### src/rtl/gcd_avalon_bin.sv
// gcd_avalon_bin: Avalon-MM slave that computes the GCD of two WIDTH-bit
// unsigned operands with the binary (Stein) algorithm, one step per clock.
// Register map: 0 A, 1 B, 2 RESULT, 3 STATUS, 4 CTRL, 5 CYC, 6/7 read 0.
// Optional feature: define GCD_IRQ_EN to add the irq output and the
// CTRL.irq_en bit; without it CTRL bit1 reads 0 and there is no irq port.
module gcd_avalon_bin #(
  parameter int WIDTH = 32,
  parameter int CNT_W = 32
) (
  input  logic        clock,
  input  logic        reset,
  input  logic [2:0]  address,
  output logic [31:0] readdata,
  input  logic [31:0] writedata,
  input  logic        read,
  input  logic        write,
  input  logic [3:0]  byteenable,
  input  logic        chipselect
`ifdef GCD_IRQ_EN
  ,
  output logic        irq
`endif
);

  localparam int K_W = $clog2(WIDTH) + 1;

  typedef enum logic [2:0] {
    S_IDLE   = 3'd0,
    S_CHECK  = 3'd1,
    S_COMMON = 3'd2,
    S_REDUCE = 3'd3,
    S_DONE   = 3'd4
  } state_t;

  state_t                  state_q, state_d;
  logic [WIDTH-1:0]        reg_a_q, reg_a_d;
  logic [WIDTH-1:0]        reg_b_q, reg_b_d;
  logic [WIDTH-1:0]        ea_q, ea_d;
  logic [WIDTH-1:0]        eb_q, eb_d;
  logic [K_W-1:0]          k_q, k_d;
  logic [WIDTH-1:0]        result_q, result_d;
  logic [CNT_W-1:0]        cyc_q, cyc_d;
  logic                    zero_err_q, zero_err_d;
  logic                    ovr_q, ovr_d;
  logic                    irq_pend_q, irq_pend_d;
  logic [31:0]             readdata_q, readdata_d;
  logic                    irq_en;

  logic                    busy, done;
  logic                    wr_a, wr_b, wr_st, wr_ctrl, rd_en, abort;
  logic [WIDTH-1:0]        a_merged, b_merged;
  logic [31:0]             rd_word;

  // Byte-lane merge of a write into a WIDTH-bit register; bits above WIDTH drop.
  function automatic logic [WIDTH-1:0] merge_be(input logic [WIDTH-1:0] old_v,
                                                input logic [31:0]      wd,
                                                input logic [3:0]       be);
    logic [31:0] tmp;
    tmp = '0;
    tmp[WIDTH-1:0] = old_v;
    for (int i = 0; i < 4; i++) begin
      if (be[i]) tmp[i*8 +: 8] = wd[i*8 +: 8];
    end
    return tmp[WIDTH-1:0];
  endfunction

  assign busy     = (state_q == S_CHECK) || (state_q == S_COMMON) || (state_q == S_REDUCE);
  assign done     = (state_q == S_DONE);
  assign rd_en    = chipselect & read;
  assign wr_a     = chipselect & write & (address == 3'd0);
  assign wr_b     = chipselect & write & (address == 3'd1);
  assign wr_st    = chipselect & write & (address == 3'd3) & byteenable[0];
  assign wr_ctrl  = chipselect & write & (address == 3'd4) & byteenable[0];
  assign abort    = wr_ctrl & writedata[0];
  assign a_merged = merge_be(reg_a_q, writedata, byteenable);
  assign b_merged = merge_be(reg_b_q, writedata, byteenable);
  assign readdata = readdata_q;

`ifdef GCD_IRQ_EN
  logic irq_en_q, irq_en_d;
  logic irq_q, irq_d;

  // Interrupt enable register and registered interrupt output.
  always_comb begin
    irq_en_d = irq_en_q;
    if (wr_ctrl) irq_en_d = writedata[1];
    irq_d = irq_pend_q & irq_en_q;
  end

  // Interrupt state registers.
  always_ff @(posedge clock) begin
    if (reset) begin
      irq_en_q <= 1'b0;
      irq_q    <= 1'b0;
    end else begin
      irq_en_q <= irq_en_d;
      irq_q    <= irq_d;
    end
  end

  assign irq_en = irq_en_q;
  assign irq    = irq_q;
`else
  assign irq_en = 1'b0;
`endif

  // Read-data mux; unused upper bits read 0.
  always_comb begin
    rd_word = '0;
    case (address)
      3'd0: rd_word[WIDTH-1:0] = reg_a_q;
      3'd1: rd_word[WIDTH-1:0] = reg_b_q;
      3'd2: rd_word[WIDTH-1:0] = result_q;
      3'd3: rd_word[4:0]       = {irq_pend_q, ovr_q, zero_err_q, busy, done};
      3'd4: rd_word[1]         = irq_en;
      3'd5: rd_word[CNT_W-1:0] = cyc_q;
      default: rd_word = '0;
    endcase
  end

  // Register writes, W1C status, and the Stein engine next-state logic.
  always_comb begin
    state_d    = state_q;
    reg_a_d    = reg_a_q;
    reg_b_d    = reg_b_q;
    ea_d       = ea_q;
    eb_d       = eb_q;
    k_d        = k_q;
    result_d   = result_q;
    cyc_d      = cyc_q;
    zero_err_d = zero_err_q;
    ovr_d      = ovr_q;
    irq_pend_d = irq_pend_q;
    readdata_d = rd_en ? rd_word : readdata_q;

    // W1C first so that a same-cycle set event wins.
    if (wr_st) begin
      if (writedata[3]) ovr_d      = 1'b0;
      if (writedata[4]) irq_pend_d = 1'b0;
    end

    // Operand writes while the engine runs are dropped and flagged.
    if (busy && (wr_a || wr_b)) ovr_d = 1'b1;
    if (!busy && wr_a) reg_a_d = a_merged;

    case (state_q)
      S_IDLE, S_DONE: begin
        if (wr_b) begin
          reg_b_d    = b_merged;
          ea_d       = reg_a_q;
          eb_d       = b_merged;
          k_d        = '0;
          cyc_d      = '0;
          zero_err_d = 1'b0;
          state_d    = S_CHECK;
        end
      end
      S_CHECK, S_COMMON, S_REDUCE: begin
        if (cyc_q != {CNT_W{1'b1}}) cyc_d = cyc_q + 1'b1;
        if (abort) begin
          state_d = S_IDLE;
        end else if (state_q == S_CHECK) begin
          if (ea_q == '0 && eb_q == '0) begin
            result_d   = '0;
            zero_err_d = 1'b1;
            state_d    = S_DONE;
          end else if (ea_q == '0) begin
            result_d = eb_q;
            state_d  = S_DONE;
          end else if (eb_q == '0) begin
            result_d = ea_q;
            state_d  = S_DONE;
          end else if (!ea_q[0] && !eb_q[0]) begin
            state_d = S_COMMON;
          end else begin
            // COMMON would exit immediately with an odd operand, so skip it.
            state_d = S_REDUCE;
          end
        end else if (state_q == S_COMMON) begin
          if (!ea_q[0] && !eb_q[0]) begin
            ea_d = ea_q >> 1;
            eb_d = eb_q >> 1;
            k_d  = k_q + 1'b1;
          end else begin
            state_d = S_REDUCE;
          end
        end else begin
          if (ea_q == eb_q) begin
            result_d = ea_q << k_q;
            state_d  = S_DONE;
          end else if (!ea_q[0]) begin
            ea_d = ea_q >> 1;
          end else if (!eb_q[0]) begin
            eb_d = eb_q >> 1;
          end else if (ea_q > eb_q) begin
            ea_d = (ea_q - eb_q) >> 1;
          end else begin
            eb_d = (eb_q - ea_q) >> 1;
          end
        end
        if (state_d == S_DONE) irq_pend_d = 1'b1;
      end
      default: state_d = S_IDLE;
    endcase
  end

  // State and register file flops; reset clears everything.
  always_ff @(posedge clock) begin
    if (reset) begin
      state_q    <= S_IDLE;
      reg_a_q    <= '0;
      reg_b_q    <= '0;
      ea_q       <= '0;
      eb_q       <= '0;
      k_q        <= '0;
      result_q   <= '0;
      cyc_q      <= '0;
      zero_err_q <= 1'b0;
      ovr_q      <= 1'b0;
      irq_pend_q <= 1'b0;
      readdata_q <= '0;
    end else begin
      state_q    <= state_d;
      reg_a_q    <= reg_a_d;
      reg_b_q    <= reg_b_d;
      ea_q       <= ea_d;
      eb_q       <= eb_d;
      k_q        <= k_d;
      result_q   <= result_d;
      cyc_q      <= cyc_d;
      zero_err_q <= zero_err_d;
      ovr_q      <= ovr_d;
      irq_pend_q <= irq_pend_d;
      readdata_q <= readdata_d;
    end
  end

endmodule
### config.mk
export PLATFORM = sky130hd
export DESIGN_NAME = gcd_avalon_bin
export DESIGN_NICKNAME = d
export VERILOG_FILES = /design/src/rtl/gcd_avalon_bin.sv
export SDC_FILE = /design/constraint.sdc
export NUM_CORES = 1
export LEC_CHECK = 0
export BUFFER_PORTS_ARGS = -buffer_cell sky130_fd_sc_hd__buf_2
export CORE_UTILIZATION = 40
export CTS_CLUSTER_SIZE = 40
export DETAILED_ROUTE_END_ITERATION = 10
export GPL_TIMING_DRIVEN = 0
export SETUP_SLACK_MARGIN = 0.2
export SLEW_MARGIN = 10
export SYNTH_ARGS = -nofsm -noshare
export SYNTH_HDL_FRONTEND = slang
export SYNTH_SLANG_ARGS = --single-unit
### constraint.sdc
create_clock -name clock -period 4.5 [get_ports clock]
set_clock_uncertainty 0.2 [all_clocks]
set_input_delay 0.45 -clock clock [delete_from_list [all_inputs] [get_ports clock]]
set_output_delay 0.45 -clock clock [all_outputs]
set_load 0.005 [all_outputs]
* Word level (Yosys, flattened, before mapping)
Index checks and enable logic that the tools add are counted.
** Storage, ports and cells
- Register bits after elaboration :: 236
- Bits of input ports :: 44
- Output and inout bits :: 32
- Logic and storage cells :: 162
** Operators by class
- Add/sub/neg operators :: 4
- Order comparisons :: 1
- Eq/ne operators :: 28
- Shift-type cells :: 1
- Multiplexer cells :: 67
- Bitwise logic cells :: 10
- Reductions and logical operators :: 34
** Operators by type and width (number)
- 32-bit two-way mux :: 26
- 32-bit case mux with 2 select lines :: 3
- 27-bit case mux with 4 select lines :: 1
- 32-bit logical NOT :: 2
- 32-bit subtractor :: 2
- 32-bit by 1-bit adder with 32-bit output (second input constant) :: 1
- 32-bit == test :: 1
- 32-bit greater-than comparator :: 1
- 8-bit two-way mux :: 4
- 32-bit inequality test (second input constant) :: 1
- 32-bit by 6-bit left shift with 32-bit output :: 1
- 3-bit two-way mux :: 10
- 6-bit two-way mux :: 5
- 2-bit inequality test (second input constant) :: 9
- 8-bit AND reduction :: 2
- 3-bit case mux with 5 select lines :: 1
- 3-bit by 2-bit == test with 1-bit output (second input constant) :: 4
- 3-bit == test (second input constant) :: 4
- 1-bit two-way mux :: 12
- 4-bit inequality test (second input constant) :: 3
- 6-bit case mux with 2 select lines :: 1
- 2-bit AND reduction :: 6
- 6-bit AND reduction :: 2
- 1-bit case mux with 5 select lines :: 2
- 18 further kinds :: 41

* Depth between registers and ports, before layout
Gate-level depths: netlist of run 1.
- Word-level depth :: 12
- Depth in mapped cells :: 15
- Gate-level depth less buffers :: 12

* Least setup slack after synthesis of run 1
No wires, ideal clock.
- Path type :: reg-to-reg
- Start point :: register ea_q[11]
- End point :: register eb_q[18]
- Library setup time :: 0.117 ns
- Arrival time :: 3.133 ns
- Required time :: 4.183 ns
- Slack :: 1.050 ns
- Cell stages (with the launch flop) :: 16
- Path buffers :: 4
- Period minus slack after synthesis :: 3.450 ns
- Cells stage by stage :: dfxtp_1 -> clkbuf_1 -> inv_1 -> ha_1 -> buf_4 -> nand4_4 -> nor4_2 -> nand2_1 -> a22oi_1 -> nand2_1 -> a21oi_1 -> o21a_1 -> buf_4 -> nor2_2 -> buf_2 -> a32o_1
** Between the ends
- Word-level cells in the longest chain between the ends :: 9
- Elaborated cells between the ends (all ways) :: 14
- Classes of those cells :: 1 x add/sub; 1 x order compare; 3 x eq/ne; 8 x mux; 1 x reduce/logical
** RTL lines
- from (decl) :: RTL line 38 : logic [WIDTH-1:0] ea_q, ea_d;
- from (signal assigned) :: RTL line 213 : ea_q <= '0;
- from (signal assigned) :: RTL line 226 : ea_q <= ea_d;
- 32-bit subtractor :: RTL line 198 : eb_d = (eb_q - ea_q) >> 1;
- 32-bit two-way mux :: RTL line 195 : end else if (ea_q > eb_q) begin
- 32-bit two-way mux :: RTL line 193 : end else if (!eb_q[0]) begin
- 32-bit two-way mux :: RTL line 191 : end else if (!ea_q[0]) begin
- 32-bit two-way mux :: RTL line 188 : if (ea_q == eb_q) begin
- 32-bit two-way mux :: RTL line 179 : end else if (state_q == S_COMMON) begin
- 32-bit two-way mux :: RTL line 162 : end else if (state_q == S_CHECK) begin
- 32-bit two-way mux :: RTL line 160 : if (abort) begin
- 32-bit case mux with 2 select lines :: RTL line 146 : case (state_q)
- to (signal assigned) :: RTL line 214 : eb_q <= '0;
- to (signal assigned) :: RTL line 227 : eb_q <= eb_d;
- to (decl) :: RTL line 39 : logic [WIDTH-1:0] eb_q, eb_d;
Several ways; a longest one is shown, not always the timed one. The select of a mux whose other input is x is not followed.
A chain may end at the register's enable or synchronous reset.

* Worst setup path in the final report of run 1
- Start point :: register ea_q[0]
- End point :: register eb_q[24]
Same word-level chain as after synthesis.

==> results.md, run 1 <==
- Status: completed
- CTS sink count: around 240
- Yosys cell types: 93
- Initial Utilization: 40.5%
- CTS Root Cell: clkbuf_16
- Total Wirelength: 73500 µm
- Slowest Stage Delay on Critical Path: roughly 0.38 ns
- Ys flop type: dfxtp_1
- Hold Crit Start: read
- Clock-pin slew on the worst setup and hold paths: 0.07 ns
- Worst-case clock buffer depth: 3
- Number of synthesized flops with an enable pin: 0
- Pins Over Slew Limit: 0
- Overall fraction of global-route tracks in use: 34.3%
- Hold path endpoint: readdata[3]$_SDFFE_PP0P_
- Synth Warn #: 0
- Max Freq: 232 MHz
- Final setup fails: 0
- Final HPWL DP: approximately 59000 µm
- Total global routing overflow: 0
- Fin crit period: 4.30 ns
- Mean routed wirelength per cell: 25.8 µm
- CP Class: register to register
- CP endpoint kind: register
- Detailed-route DRC error count: 0
- Via/cell ratio: between 6 and 7
- Max Fanout on Critical Path: 10
- Die width: 205 µm
- Data required, critical path: 4.73 ns
- Global-route wire length before repair: 107000 µm
- Antenna-violating nets left: 0
- Layout area overhead: 14.6%
- P per Cell Area: about 310 nW/µm²
- Pin count of the biggest net entering global routing: 13
- Vias in the first global route: 16500
- Crit path DAT: about 4.5 ns
- Total of max-cap violations: 0
- # IOs: 76
- Flop2flop setup slack: 0.20 ns
- Core ar.: ~41000 µm²
- Critical path, cell by cell: buf_2, inv_1, ha_1, nand4b_1, nor4_4, buf_4, nor3b_2, a32oi_2, nand2_2, a21oi_2, o21a_1, buf_4, nor2_4, buf_2, a32o_1
- Share of layout cells above drive strength 1: 11.1%
- CTS tree: yes
- RSZ-0062 raised after global routing: true
- Die H: around 210 µm
- VDD IR max: 0.244 mV
- DR vias: 18000
- Setup WS post-layout: 0.198 ns
- Fin. Hold Viols: 0
- Initial antenna violation count: 0
- Period utilization: a little over nine tenths
- Syn nets: roughly 2300
- Mean Syn Cell Area: 7.68 µm²
- Skew-Pair Late Insertion Delay: 0.56 ns
- CP max-delay cell: dfxtp_1
- Slew at the pin closest to its max-slew limit: roughly 1.2 ns
- Asr flop ratio synth: 0%
- R2r endpoint: eb_q[24]$_SDFFE_PP0P_
- Gate Count Post-Synth: 2152
- Reg2Reg Depth: 15
- Pre-antenna DRT Iters: 8
- DRT iter0 DRCs: 2205
- Leading cell type in the layout, fill and taps excluded: a21oi_1
- Cts bufs inserted: 27
- Core Rows: 74
- CP startpoint kind: register
- Post-synthesis register bit count: 236
- Most frequent cells in the layout: a21oi_1, dfxtp_1, nor2_1
- H-tree levels: 1
- # port buffers: 71
- Slew margin rel.: about a fifth
- WHS Path Cells: 3
- Leak: just under 7 nW
- Die area: 42100 µm²
- Sequential area share after synthesis: between 20 and 30%
- Dpl ws: -1.05 ns
- Post-Syn Area: approximately 17000 µm²
- Beginning of the worst register-to-register path: ea_q[0]$_SDFFE_PP0P_
- Hold_ws: 0.0446 ns
- Final #Nets: 2407
- Min-Delay Path Class: input port to register
- Final Wtd Congestion: 1.02
-- worst max-delay path: cells and delay by family (launching register included) --
kind,cells,cell delay [ns]
adders and majority gates,1,0.36
and+or+nand+nor,5,1.02
buffers and inverters,5,1.24
DFF,1,0.38
AOI/OAI and AO/OA,4,0.95
-- timing repair --
| action | in CTS | in global routing |
|---|---|---|
| pin swaps | 4 | 3 |
| setup endpoints to repair | 98 | 93 |
| resized for setup | 23 | 37 |
| buffers inserted | 7 | 3 |
| hold buffers | 32 | 0 |
| endpoints found under the hold margin | 50 | 0 |
-- layout make-up --
type | instances | area [µm²]
inverter | 89 | 334
multi-input combinational | 1647 | 10800
timing repair buffer | 113 | 751
clock buffer | 38 | 757
tap | 532 | 666
fill | 4206 | 21900
sequential | 236 | 4730
buffer | 180 | 801
antenna | 1 | 2.50
clock inverter | 10 | 130
-- sequential cells by signal, summed over array words and instances (netlist names) --
name / flops
cyc_q: 32
ea_q: 32
eb_q: 32
irq_pend_q: 1
k_q: 6
ovr_q: 1
readdata: 32
reg_a_q: 32
reg_b_q: 32
result_q: 32
state_q: 3
zero_err_q: 1
-- routing by layer --
metal / vias up / GRT usage [%] / routed length [µm]
met5: - / 0 / 0
met4: 0 / 10.8 / 2720
met2: 1019 / 52.2 / 31700
met3: 164 / 8.05 / 7640
li1: 8154 / - / -
met1: 8695 / 47.5 / 31400
-- report_power, final --
part	internal (mW)	switching (mW)	total (mW)
registers	2.12	0.0396	2.16
logic	0.489	0.950	1.44
clock network	1.34	0.947	2.28
-- kinds of logic after synthesis --
group                    after synthesis  synth area share [%]
buffers and inverters                269                  6.63
flip-flops                           236                  28.6
AO/OA/AOI/OAI                        705                  28.0
AND/OR/NAND/NOR                      694                  19.7
adder cells (fa/ha/maj)               69                  5.32
XOR/XNOR                              84                  4.45
multiplexers                          95                  7.29
-- cells in the mapped netlist, types with 37 or more instances --
library cell,number,area (µm²)
mux2i_1,72,721
inv_1,88,330
o21ai_0,75,375
a22oi_1,59,443
a21oi_1,272,1360
a221oi_1,37,324
a211oi_1,49,368
ha_1,67,838
xnor2_1,48,420
nand3_1,73,365
clkbuf_1,135,507
nand2_1,219,822
nor2_1,227,852
dfxtp_1,236,4720
-- how the worst max path moves through the flow --
stage | startpoint | end | slack [ns] | depth (start not counted)
6_report | ea_q[0]$_SDFFE_PP0P_ | eb_q[24]$_SDFFE_PP0P_ | 0.20 | 15
5_1_grt | ea_q[0]$_SDFFE_PP0P_ | eb_q[29]$_SDFFE_PP0P_ | 0.16 | 15
4_1_cts | ea_q[6]$_SDFFE_PP0P_ | eb_q[19]$_SDFFE_PP0P_ | 0.20 | 15
3_5_place_dp | ea_q[5]$_SDFFE_PP0P_ | ea_q[6]$_SDFFE_PP0P_ | -1.05 | 14
3_3_place_gp | ea_q[5]$_SDFFE_PP0P_ | ea_q[6]$_SDFFE_PP0P_ | -1.04 | 14
2_1_floorplan | ea_q[11]$_SDFFE_PP0P_ | eb_q[18]$_SDFFE_PP0P_ | 1.05 | 15
-- metrics by stage --
stage,power [mW],utilization (%),setup TNS [ns],area (µm²),instances
after floorplan,3.05,-,0,16500,2152
after global placement,3.52,43.0,-69.82,17500,2755
after detailed placement,3.52,43.0,-72.25,17500,2755
after CTS,5.83,46.2,0,18900,2842
after global routing,6.07,46.4,0,18900,2845
final,5.88,46.4,0,18900,2846
Power figures use the tool's default switching activity.
==> run 2: changes to the inputs <==
--- a/config.mk
+++ b/config.mk
@@ -7,10 +7,8 @@
 export LEC_CHECK = 0
 export BUFFER_PORTS_ARGS = -buffer_cell sky130_fd_sc_hd__buf_2
 export CORE_UTILIZATION = 40
-export CTS_CLUSTER_SIZE = 40
 export DETAILED_ROUTE_END_ITERATION = 10
 export GPL_TIMING_DRIVEN = 0
-export SETUP_SLACK_MARGIN = 0.2
 export SLEW_MARGIN = 10
 export SYNTH_ARGS = -nofsm -noshare
 export SYNTH_HDL_FRONTEND = slang
==> results.md, run 2 (synthesis gave the netlist of run 1 again) <==
- Crit path DAT: 4.60 ns
- Pre-antenna DRT Iters: 6
- CTS sink count: 236
- H-tree levels: 1
- Fin. Hold Viols: 0
- Antenna fix cells: 0
- Core Rows: 74
- Initial antenna violation count: 0
- VDD IR max: around 0.24 mV
- CP startpoint: ea_q[0]$_SDFFE_PP0P_
- Total global routing overflow: 0
- Max Fanout on Critical Path: 10
- Share of layout cells above drive strength 1: 10.4%
- Most Crowded Layer GR: met2
- R2r endpoint: result_q[22]$_SDFFE_PP0P_
- Total of max-cap violations: 0
- Routing usage on met3: under 10%
- Period utilization: a little over nine tenths
- Total Wirelength: 73600 µm
- P per Cell Area: between 300 and 400 nW/µm²
- Die area: approximately 42000 µm²
- Filler cells: between 4000 and 5000
- Cts bufs inserted: 27
- Hold_ws: 0.0496 ns
- Flop2flop setup slack: 0.09 ns
- Core ar.: 40800 µm²
- Mean routed wirelength per cell: 25.9 µm
- Pin count of the biggest net entering global routing: 13
- Fin crit period: 4.41 ns
- Via/cell ratio: 6.34
- Min-Delay Path Class: input port to register
- CP endpoint kind: register
- Slew margin rel.: 20.6%
- Fin cells: 2841
- GRT met1 Usage: 47.5%
- Die width: 205 µm
- Overall fraction of global-route tracks in use: between 30% and 40%
- Detailed-route DRC error count: 0
- Data required, critical path: between 4 and 5 ns
- CTS Root Cell: clkbuf_16
- Final setup fails: 0
- Leading cell type in the layout, fill and taps excluded: a21oi_1
- DP Cell Count: 2755
- Beginning of the worst register-to-register path: ea_q[0]$_SDFFE_PP0P_
- Slew at the pin closest to its max-slew limit: roughly 1.2 ns
- CP startpoint kind: register
- Final #Nets: 2403
- # IOs: 76
- Leak: 6.88 nW
- Pins Over Slew Limit: 0
- Setup WS post-layout: roughly 0.091 ns
- Dpl ws: -1.05 ns
- Max Freq: 227 MHz
- Die H: 205 µm
- Clock-pin slew on the worst setup and hold paths: around 0.060 ns
- Global-route wire length before repair: approximately 110000 µm
- DRT iter0 DRCs: 2223
- Status: completed
- CTS tree: yes
- GR Layer Usage met2: between 50% and 60%
- Fin util: a little under half
- Final HPWL DP: 58700 µm
- Skew-Pair Late Insertion Delay: between 0.5 and 0.6 ns
- Layout area overhead: 14.3%
- Vias in the first global route: approximately 16000
- Most frequent cells in the layout: a21oi_1, dfxtp_1, nor2_1
- CP Class: register to register
- Tot Pwr: 5.88 mW
- Reg2Reg Depth: 12
- Crit path capture: result_q[22]$_SDFFE_PP0P_
- Worst-case clock buffer depth: 3
- DR vias: 18000
- Final Wtd Congestion: 1.02
- RSZ-0062 raised after global routing: false
- # port buffers: roughly 70
- Antenna-violating nets left: 0
- Initial Utilization: 40.5%
==> run 2: cell types whose count changed in the layout (fill, tap and decap cells not counted), sizes merged <==
cell / before / now
clkbuf: 174 / 170
diode: 1 / 0
==> run 2: routing by layer <==
| layer | routed length (µm) | vias to the layer above |
|---|---|---|
| met3 | 7790 | 158 |
| li1 | - | 8143 |
| met5 | 0 | - |
| met1 | 31300 | 8679 |
| met4 | 2700 | 0 |
| met2 | 31800 | 1026 |
==> run 2: worst max-delay path, stage by stage (launching register included) <==
cell and delay, ns:
dfxtp_1 0.38, clkbuf_2 0.32, inv_1 0.24, ha_1 0.36, nand4b_1 0.24, nor4_4 0.37
nand2_1 0.29, nand2_1 0.19, o21ai_1 0.11, nor3_2 0.40, clkbuf_1 0.41, clkbuf_1 0.53
a211oi_1 0.18
==> run 2: worst min-delay path by stage <==
| stage | from | to | slack [ns] | cells after the start |
|---|---|---|---|---|
| floorplan | reg_b_q[3]$_SDFFE_PP0P_ | reg_b_q[3]$_SDFFE_PP0P_ | 0.25 | 2 |
| global placement | readdata[1]$_SDFFE_PP0P_ | readdata[1]$_SDFFE_PP0P_ | 0.25 | 2 |
| detailed placement | readdata[1]$_SDFFE_PP0P_ | readdata[1]$_SDFFE_PP0P_ | 0.25 | 2 |
| CTS | read | readdata[3]$_SDFFE_PP0P_ | 0.04 | 3 |
| global route | read | readdata[3]$_SDFFE_PP0P_ | 0.07 | 3 |
| finish | read | readdata[3]$_SDFFE_PP0P_ | 0.05 | 3 |
==> run 2: power breakdown <==
group | leakage (nW) | internal [mW] | switching, mW | total, mW
Sequential | 1.90 | 2.12 | 0.0396 | 2.16
Clock | 0.432 | 1.34 | 0.945 | 2.28
Combinational | 4.55 | 0.483 | 0.950 | 1.43
==> run 2: cell type report <==
type                    count  area, µm²  area share, %
plain buffers             177        773           4.09
clock buffers              38        757           4.01
clock inverters            10        130          0.689
inverters                  89        334           1.77
multi-input cells        1647      10800           57.0
flip-flops and latches    236       4730           25.0
well taps                 532        666           3.52
repair buffers            112        743           3.93
==> run 2: stage by stage <==
step / instance area (µm²) / TNS (ns)
6_report: 18900 / 0
5_1_grt: 18900 / 0
3_5_place_dp: 17500 / -72.25
2_1_floorplan: 16500 / 0
3_3_place_gp: 17500 / -69.82
4_1_cts: 18800 / 0
==> run 2: timing repair <==
| action | CTS | global route |
|---|---|---|
| gates resized for setup | 8 | 37 |
| pin swaps | 3 | 3 |
| endpoints found under the hold margin | 50 | 0 |
| buffers inserted | 6 | 3 |
| hold buffers | 32 | 0 |
| setup endpoints to repair | 98 | 82 |
